**src/rtl/reg_file_pkg.sv**
```systemverilog
// Shared sizing, types and start-up timing for the scoreboarded register file.
// WR_BYPASS_EN (optional) enables same-cycle write forwarding in reg_file_sb.
package reg_file_pkg;

   localparam int DATA_W   = 32;
   localparam int NUM_REGS = 16;
   localparam int ADDR_W   = $clog2(NUM_REGS);

   // Edges after reset release before ld_ready rises.
   localparam int LD_READY_DLY = 2;

   typedef logic [ADDR_W-1:0] reg_idx_t;
   typedef logic [DATA_W-1:0] reg_word_t;

endpackage

```
**src/rtl/reg_scoreboard.sv**
```systemverilog
// Per-register busy tracking for outstanding loads plus a sticky error flag.
// A new issue beats a same-cycle return so the later load keeps ownership.
module reg_scoreboard
   import reg_file_pkg::*;
#(
   parameter int NUM_REGS = reg_file_pkg::NUM_REGS,
   parameter int ADDR_W   = $clog2(NUM_REGS)
) (
   input  logic                clk,
   input  logic                reset_n,
   input  logic                issue,
   input  logic [ADDR_W-1:0]   issue_idx,
   input  logic                xfer,
   input  logic [ADDR_W-1:0]   xfer_idx,
   input  logic                wr,
   input  logic [ADDR_W-1:0]   wr_idx,
   output logic [NUM_REGS-1:0] busy,
   output logic                err
);

   logic [NUM_REGS-1:0] busy_nxt;
   logic                err_set;

   always_comb begin
      busy_nxt = busy;
      err_set  = 1'b0;
      if (wr && xfer && (wr_idx == xfer_idx))
         err_set = 1'b1;
      for (int i = 0; i < NUM_REGS; i++) begin
         logic iss_i, xfr_i, wr_i;
         iss_i = issue && (issue_idx == ADDR_W'(i));
         xfr_i = xfer && (xfer_idx == ADDR_W'(i));
         wr_i  = wr && (wr_idx == ADDR_W'(i));
         if ((iss_i || wr_i) && busy[i])
            err_set = 1'b1;
         if (xfr_i && !busy[i])
            err_set = 1'b1;
         if (iss_i)
            busy_nxt[i] = 1'b1;
         else if (xfr_i)
            busy_nxt[i] = 1'b0;
      end
   end

   always_ff @(posedge clk) begin
      if (!reset_n) begin
         busy <= '0;
         err  <= 1'b0;
      end else begin
         busy <= busy_nxt;
         err  <= err | err_set;
      end
   end

endmodule

```
**src/rtl/reg_file_sb.sv**
```systemverilog
// Register file with ALU write-back, handshaked load return and busy scoreboard.
// Define WR_BYPASS_EN to forward same-cycle write data onto the read ports.
module reg_file_sb
   import reg_file_pkg::*;
#(
   parameter int DATA_W   = reg_file_pkg::DATA_W,
   parameter int NUM_REGS = reg_file_pkg::NUM_REGS,
   parameter int ADDR_W   = $clog2(NUM_REGS)
) (
   input  logic                clk,
   input  logic                reset_n,
   input  logic                wr_en,
   input  logic [ADDR_W-1:0]   wr_addr,
   input  logic [DATA_W-1:0]   wr_data,
   input  logic                ld_issue,
   input  logic [ADDR_W-1:0]   ld_issue_addr,
   input  logic                ld_valid,
   output logic                ld_ready,
   input  logic [ADDR_W-1:0]   ld_addr,
   input  logic [DATA_W-1:0]   ld_data,
   input  logic [ADDR_W-1:0]   rd_addr_a,
   output logic [DATA_W-1:0]   rd_data_a,
   output logic                rd_busy_a,
   input  logic [ADDR_W-1:0]   rd_addr_b,
   output logic [DATA_W-1:0]   rd_data_b,
   output logic                rd_busy_b,
   output logic [NUM_REGS-1:0] busy,
   output logic                err
);

   logic [DATA_W-1:0]       regs [NUM_REGS];
   logic [LD_READY_DLY-1:0] rdy_sr;
   logic                    ld_xfer;

   assign ld_xfer  = ld_valid & ld_ready;
   assign ld_ready = rdy_sr[LD_READY_DLY-1];

   always_ff @(posedge clk) begin
      if (!reset_n)
         rdy_sr <= '0;
      else
         rdy_sr <= {rdy_sr[LD_READY_DLY-2:0], 1'b1};
   end

   // Load return is written last so it wins an index collision.
   always_ff @(posedge clk) begin
      if (!reset_n) begin
         for (int i = 0; i < NUM_REGS; i++)
            regs[i] <= '0;
      end else begin
         if (wr_en)
            regs[wr_addr] <= wr_data;
         if (ld_xfer)
            regs[ld_addr] <= ld_data;
      end
   end

   reg_scoreboard #(
      .NUM_REGS (NUM_REGS),
      .ADDR_W   (ADDR_W)
   ) u_sb (
      .clk       (clk),
      .reset_n   (reset_n),
      .issue     (ld_issue),
      .issue_idx (ld_issue_addr),
      .xfer      (ld_xfer),
      .xfer_idx  (ld_addr),
      .wr        (wr_en),
      .wr_idx    (wr_addr),
      .busy      (busy),
      .err       (err)
   );

`ifdef WR_BYPASS_EN
   function automatic logic [DATA_W-1:0] fwd_data(input logic [ADDR_W-1:0] a);
      if (ld_xfer && (ld_addr == a))
         return ld_data;
      else if (wr_en && (wr_addr == a))
         return wr_data;
      else
         return regs[a];
   endfunction

   function automatic logic fwd_busy(input logic [ADDR_W-1:0] a);
      if (ld_xfer && (ld_addr == a) && !(ld_issue && (ld_issue_addr == a)))
         return 1'b0;
      else
         return busy[a];
   endfunction

   always_comb begin
      rd_data_a = fwd_data(rd_addr_a);
      rd_data_b = fwd_data(rd_addr_b);
      rd_busy_a = fwd_busy(rd_addr_a);
      rd_busy_b = fwd_busy(rd_addr_b);
   end
`else
   always_comb begin
      rd_data_a = regs[rd_addr_a];
      rd_data_b = regs[rd_addr_b];
      rd_busy_a = busy[rd_addr_a];
      rd_busy_b = busy[rd_addr_b];
   end
`endif

endmodule

```
**config.mk**
```make
export PLATFORM = sky130hd
export DESIGN_NAME = reg_file_sb
export DESIGN_NICKNAME = d
export VERILOG_FILES = /design/src/rtl/reg_file_pkg.sv /design/src/rtl/reg_scoreboard.sv /design/src/rtl/reg_file_sb.sv
export SDC_FILE = /design/constraint.sdc
export NUM_CORES = 1
export LEC_CHECK = 0
export CORE_MARGIN = 1
export CORE_UTILIZATION = 45
export DETAILED_ROUTE_END_ITERATION = 6
export PLACE_DENSITY = 0.68
export SLEW_MARGIN = 20
export SYNTH_ARGS = -nofsm -noshare
export SYNTH_HDL_FRONTEND = slang
export SYNTH_HIERARCHICAL = 1
export SYNTH_SLANG_ARGS = --single-unit
```
**constraint.sdc**
```tcl
create_clock -name clk -period 3.19 [get_ports clk]
set_input_delay 0.319 -clock clk [delete_from_list [all_inputs] [get_ports clk]]
set_output_delay 0.319 -clock clk [all_outputs]
set_load 0.03 [all_outputs]
```
==> results of run 1 <==
## cells in the final DEF, fill, tap and decap left out, types with 3 or more instances in the layout
master	synthesis	layout
clkbuf_1	232	14
dfxtp_1	19	19
a21boi_0	13	13
mux2_2	437	437
clkinv_2	0	9
nand2_1	103	103
nor2b_1	15	9
mux2_1	31	31
nor3b_1	5	5
buf_4	8	146
mux2i_1	6	6
nand3_2	2	18
mux2_4	49	49
clkinv_1	0	20
and2_1	5	3
mux4_2	264	264
nor2b_4	0	6
o21ai_0	12	12
edfxtp_1	512	512
clkinv_4	0	3
xor2_1	3	3
nand2b_1	4	4
nand3b_4	4	4
buf_12	1	48
nor2_1	10	7
nand3_1	25	9
clkbuf_16	0	62
clkdlybuf4s50_1	0	134
nor2_4	0	3
a22oi_1	135	135
nand4_1	7	7
nand3_4	4	4
bufinv_16	0	5
and3_1	515	515
## cell usage after synthesis (5+ instances only)
cell type,instances,area [µm²]
and3_1,515,3222
edfxtp_1,512,15370
mux2_2,437,4921
mux4_2,264,5946
clkbuf_1,232,870.8
a22oi_1,135,1013
nand2_1,103,386.6
buf_2,65,325.3
mux2_4,49,735.7
mux2_1,31,349.1
buf_6,27,304.0
nand3_1,25,125.1
dfxtp_1,19,380.4
nor2b_1,15,93.84
a21boi_0,13,97.59
o21ai_0,12,60.06
nor2_1,10,37.54
buf_4,8,60.06
buf_1,7,26.28
nand4_1,7,43.79
mux2i_1,6,60.06
and2_1,5,31.28
nor3b_1,5,37.54
## power breakdown
group	total, µW	internal, µW	leakage [µW]	switching [µW]
combinational	2530	980	0.0111	1550
sequential	7990	7870	0.00565	128
clock	7010	3960	0.000951	3050
## cell families after synthesis
group,synth area share
XOR/XNOR,0.0009945
multiplexers,0.3409
AO/OA/AOI/OAI,0.03796
flip-flops,0.4472
AND/OR/NAND/NOR,0.1271
buffers and inverters,0.04581
## per-layer routing
layer,vias up,wire length (µm)
met5,-,23
met4,4,6654
met3,394,12950
met2,1764,58610
met1,13570,45000
li1,10430,-
## through the flow
step / instance area (µm²) / hold WS [ns]
2_1_floorplan: 35230 / 0.3467
3_3_place_gp: 38540 / 0.4281
3_5_place_dp: 38540 / 0.4368
4_1_cts: 40490 / 0.2749
5_1_grt: 40500 / 0.3229
6_report: 40500 / 0.2924
## critical path, stage by stage (launching register included)
cell             delay, ns
edfxtp_1              0.42
mux4_2                0.48
a22oi_1               0.45
nand2_1               0.10
clkdlybuf4s50_1       0.62
## path summary, 6_finish.rpt
check | end | slack [ns] | cells past startpoint
worst max register to register | regs[13][16] | 0.94 | 4
worst max-delay path | rd_data_a[18] | 0.16 | 4
worst min-delay path | rdy_sr[0] | 0.29 | 1
worst min register to register | rdy_sr[1] | 0.45 | 1
## layout make-up
cell class                      count  area, µm²  area share
Inverter                            2      7.507   0.0001854
Multi-Input combinational cell   1699      18030      0.4452
Antenna cell                        1      2.502  0.00006180
Timing Repair Buffer              332       3451     0.08522
Sequential cell                   531      15760      0.3891
Clock inverter                     40      344.1    0.008497
Clock buffer                       76       1604     0.03961
Tap cell                         1040       1301     0.03213
## sequential cells by signal, summed over array words and instances (netlist names)
signal	flops
rdy_sr	2
regs	512
u_sb/busy	16
u_sb/err	1
==> impl_metrics.json, run 1 <==
{
  "fillers": 6420,
  "ant_nets": 0,
  "final_cells": 3721,
  "clock_latency_ns": 0.65,
  "drv_cap": 0,
  "status": "finished, final reports clean",
  "pre_cts_ws_ns": 0.2590,
  "startpoint": "regs[2][18]",
  "wl_um": 123200,
  "antenna_found_initial": 3,
  "final_hold_viol_count": 0,
  "numPortBuffers": 172,
  "ys_async_sr_fraction": 0,
  "syn_area_per_cell_um2": 13.70,
  "grt_pass1_vias": 26320,
  "ir_worst_vdd_mv": 0.4382,
  "fin_util": 0.5227,
  "clk_pin_slew_worst_paths_ns": 0.06,
  "fin_crit_ns": 3.034,
  "syn_inst": 2572,
  "grt_use_met3": 0.06314,
  "dr.pass1.iters": 7,
  "synth.ff_latch_count": 531,
  "fp-row-count": 102,
  "area_growth_pct": 14.94,
  "synth_cell_types": 66,
  "grt_max_degree": 69,
  "yosysSeqAreaShare": 0.4472,
  "ys.flop_type": "edfxtp_1",
  "nets": 2716,
  "fin_ws_ns": 0.1559,
  "synth-edff-count": 512,
  "gp_congestion": 0.8874,
  "grt-ovfl-total": 0,
  "synthesis.area_um2": 35230,
  "grt_util_met2": 0.4963,
  "setup_viol": 0,
  "worstSetupPathType": "reg2out",
  "ios": 173,
  "min-delay-start": "reset_n",
  "die_x_um": 281.8,
  "period_share": 0.9511,
  "fp.dieH_um": 281.8,
  "die_area_um2": 79420,
  "grt_pass1_wl_um": 179000,
  "p_total_uw": 17530,
  "hold_path_class": "in2reg",
  "worstReg2RegStart": "rdy_sr[1]",
  "drc": 0,
  "dp_hpwl_um": 75310,
  "start_util": 0.4548,
  "cts_buffers": 61,
  "htree_levels": 2,
  "root_buffer": "clkbuf_16",
  "fin_skew_ns": 0.01737,
  "start_kind": "flip-flop",
  "cts_max_path_buffers": 3,
  "maxSlewHeadroom": 0.4479,
  "finalSetupTns_ns": 0,
  "via_per_inst": 7.030,
  "dr_total_vias": 26160,
  "worst-endpoint-arrival_ns": 2.72,
  "rsz0062_at_grt": "false",
  "holdBufCountCts": 0,
  "cp-end-kind": "output pin",
  "power_density_nw_per_um2": 433.0,
  "clock_sinks": 531,
  "routedWlPerCell_um": 33.12,
  "cp_max_fo": 2,
  "track_usage": 0.3083,
  "slew_viol_final": 0,
  "dp_cells": 3604,
  "tightest_slew_ns": 0.8256,
  "top_usage_layer": "met2",
  "worstPathRequired_ns": 2.87,
  "cts_resized": 0,
  "drtIter0Drc": 3579,
  "drive_gt1_frac": 0.4030,
  "cts_tree": "done",
  "grt_util_met1": 0.3933,
  "p_leak_uw": 0.01766,
  "core_area_um2": 77470,
  "fmax_mhz": 329.6,
  "synth_nets": 2661,
  "post_cts_buffers": 0,
  "yosys_warnings": 6
}
Note: power is estimated with default switching activity, not from simulation.
==> inputs of run 2 (changes only) <==
--- a/config.mk
+++ b/config.mk
@@ -9,7 +9,7 @@
 export CORE_UTILIZATION = 45
 export DETAILED_ROUTE_END_ITERATION = 6
 export PLACE_DENSITY = 0.68
-export SLEW_MARGIN = 20
+export SLEW_MARGIN = 40
 export SYNTH_ARGS = -nofsm -noshare
 export SYNTH_HDL_FRONTEND = slang
 export SYNTH_HIERARCHICAL = 1
==> results of run 2 <==
Same layout as run 1: the final DEF is identical, and so are final timing and power.
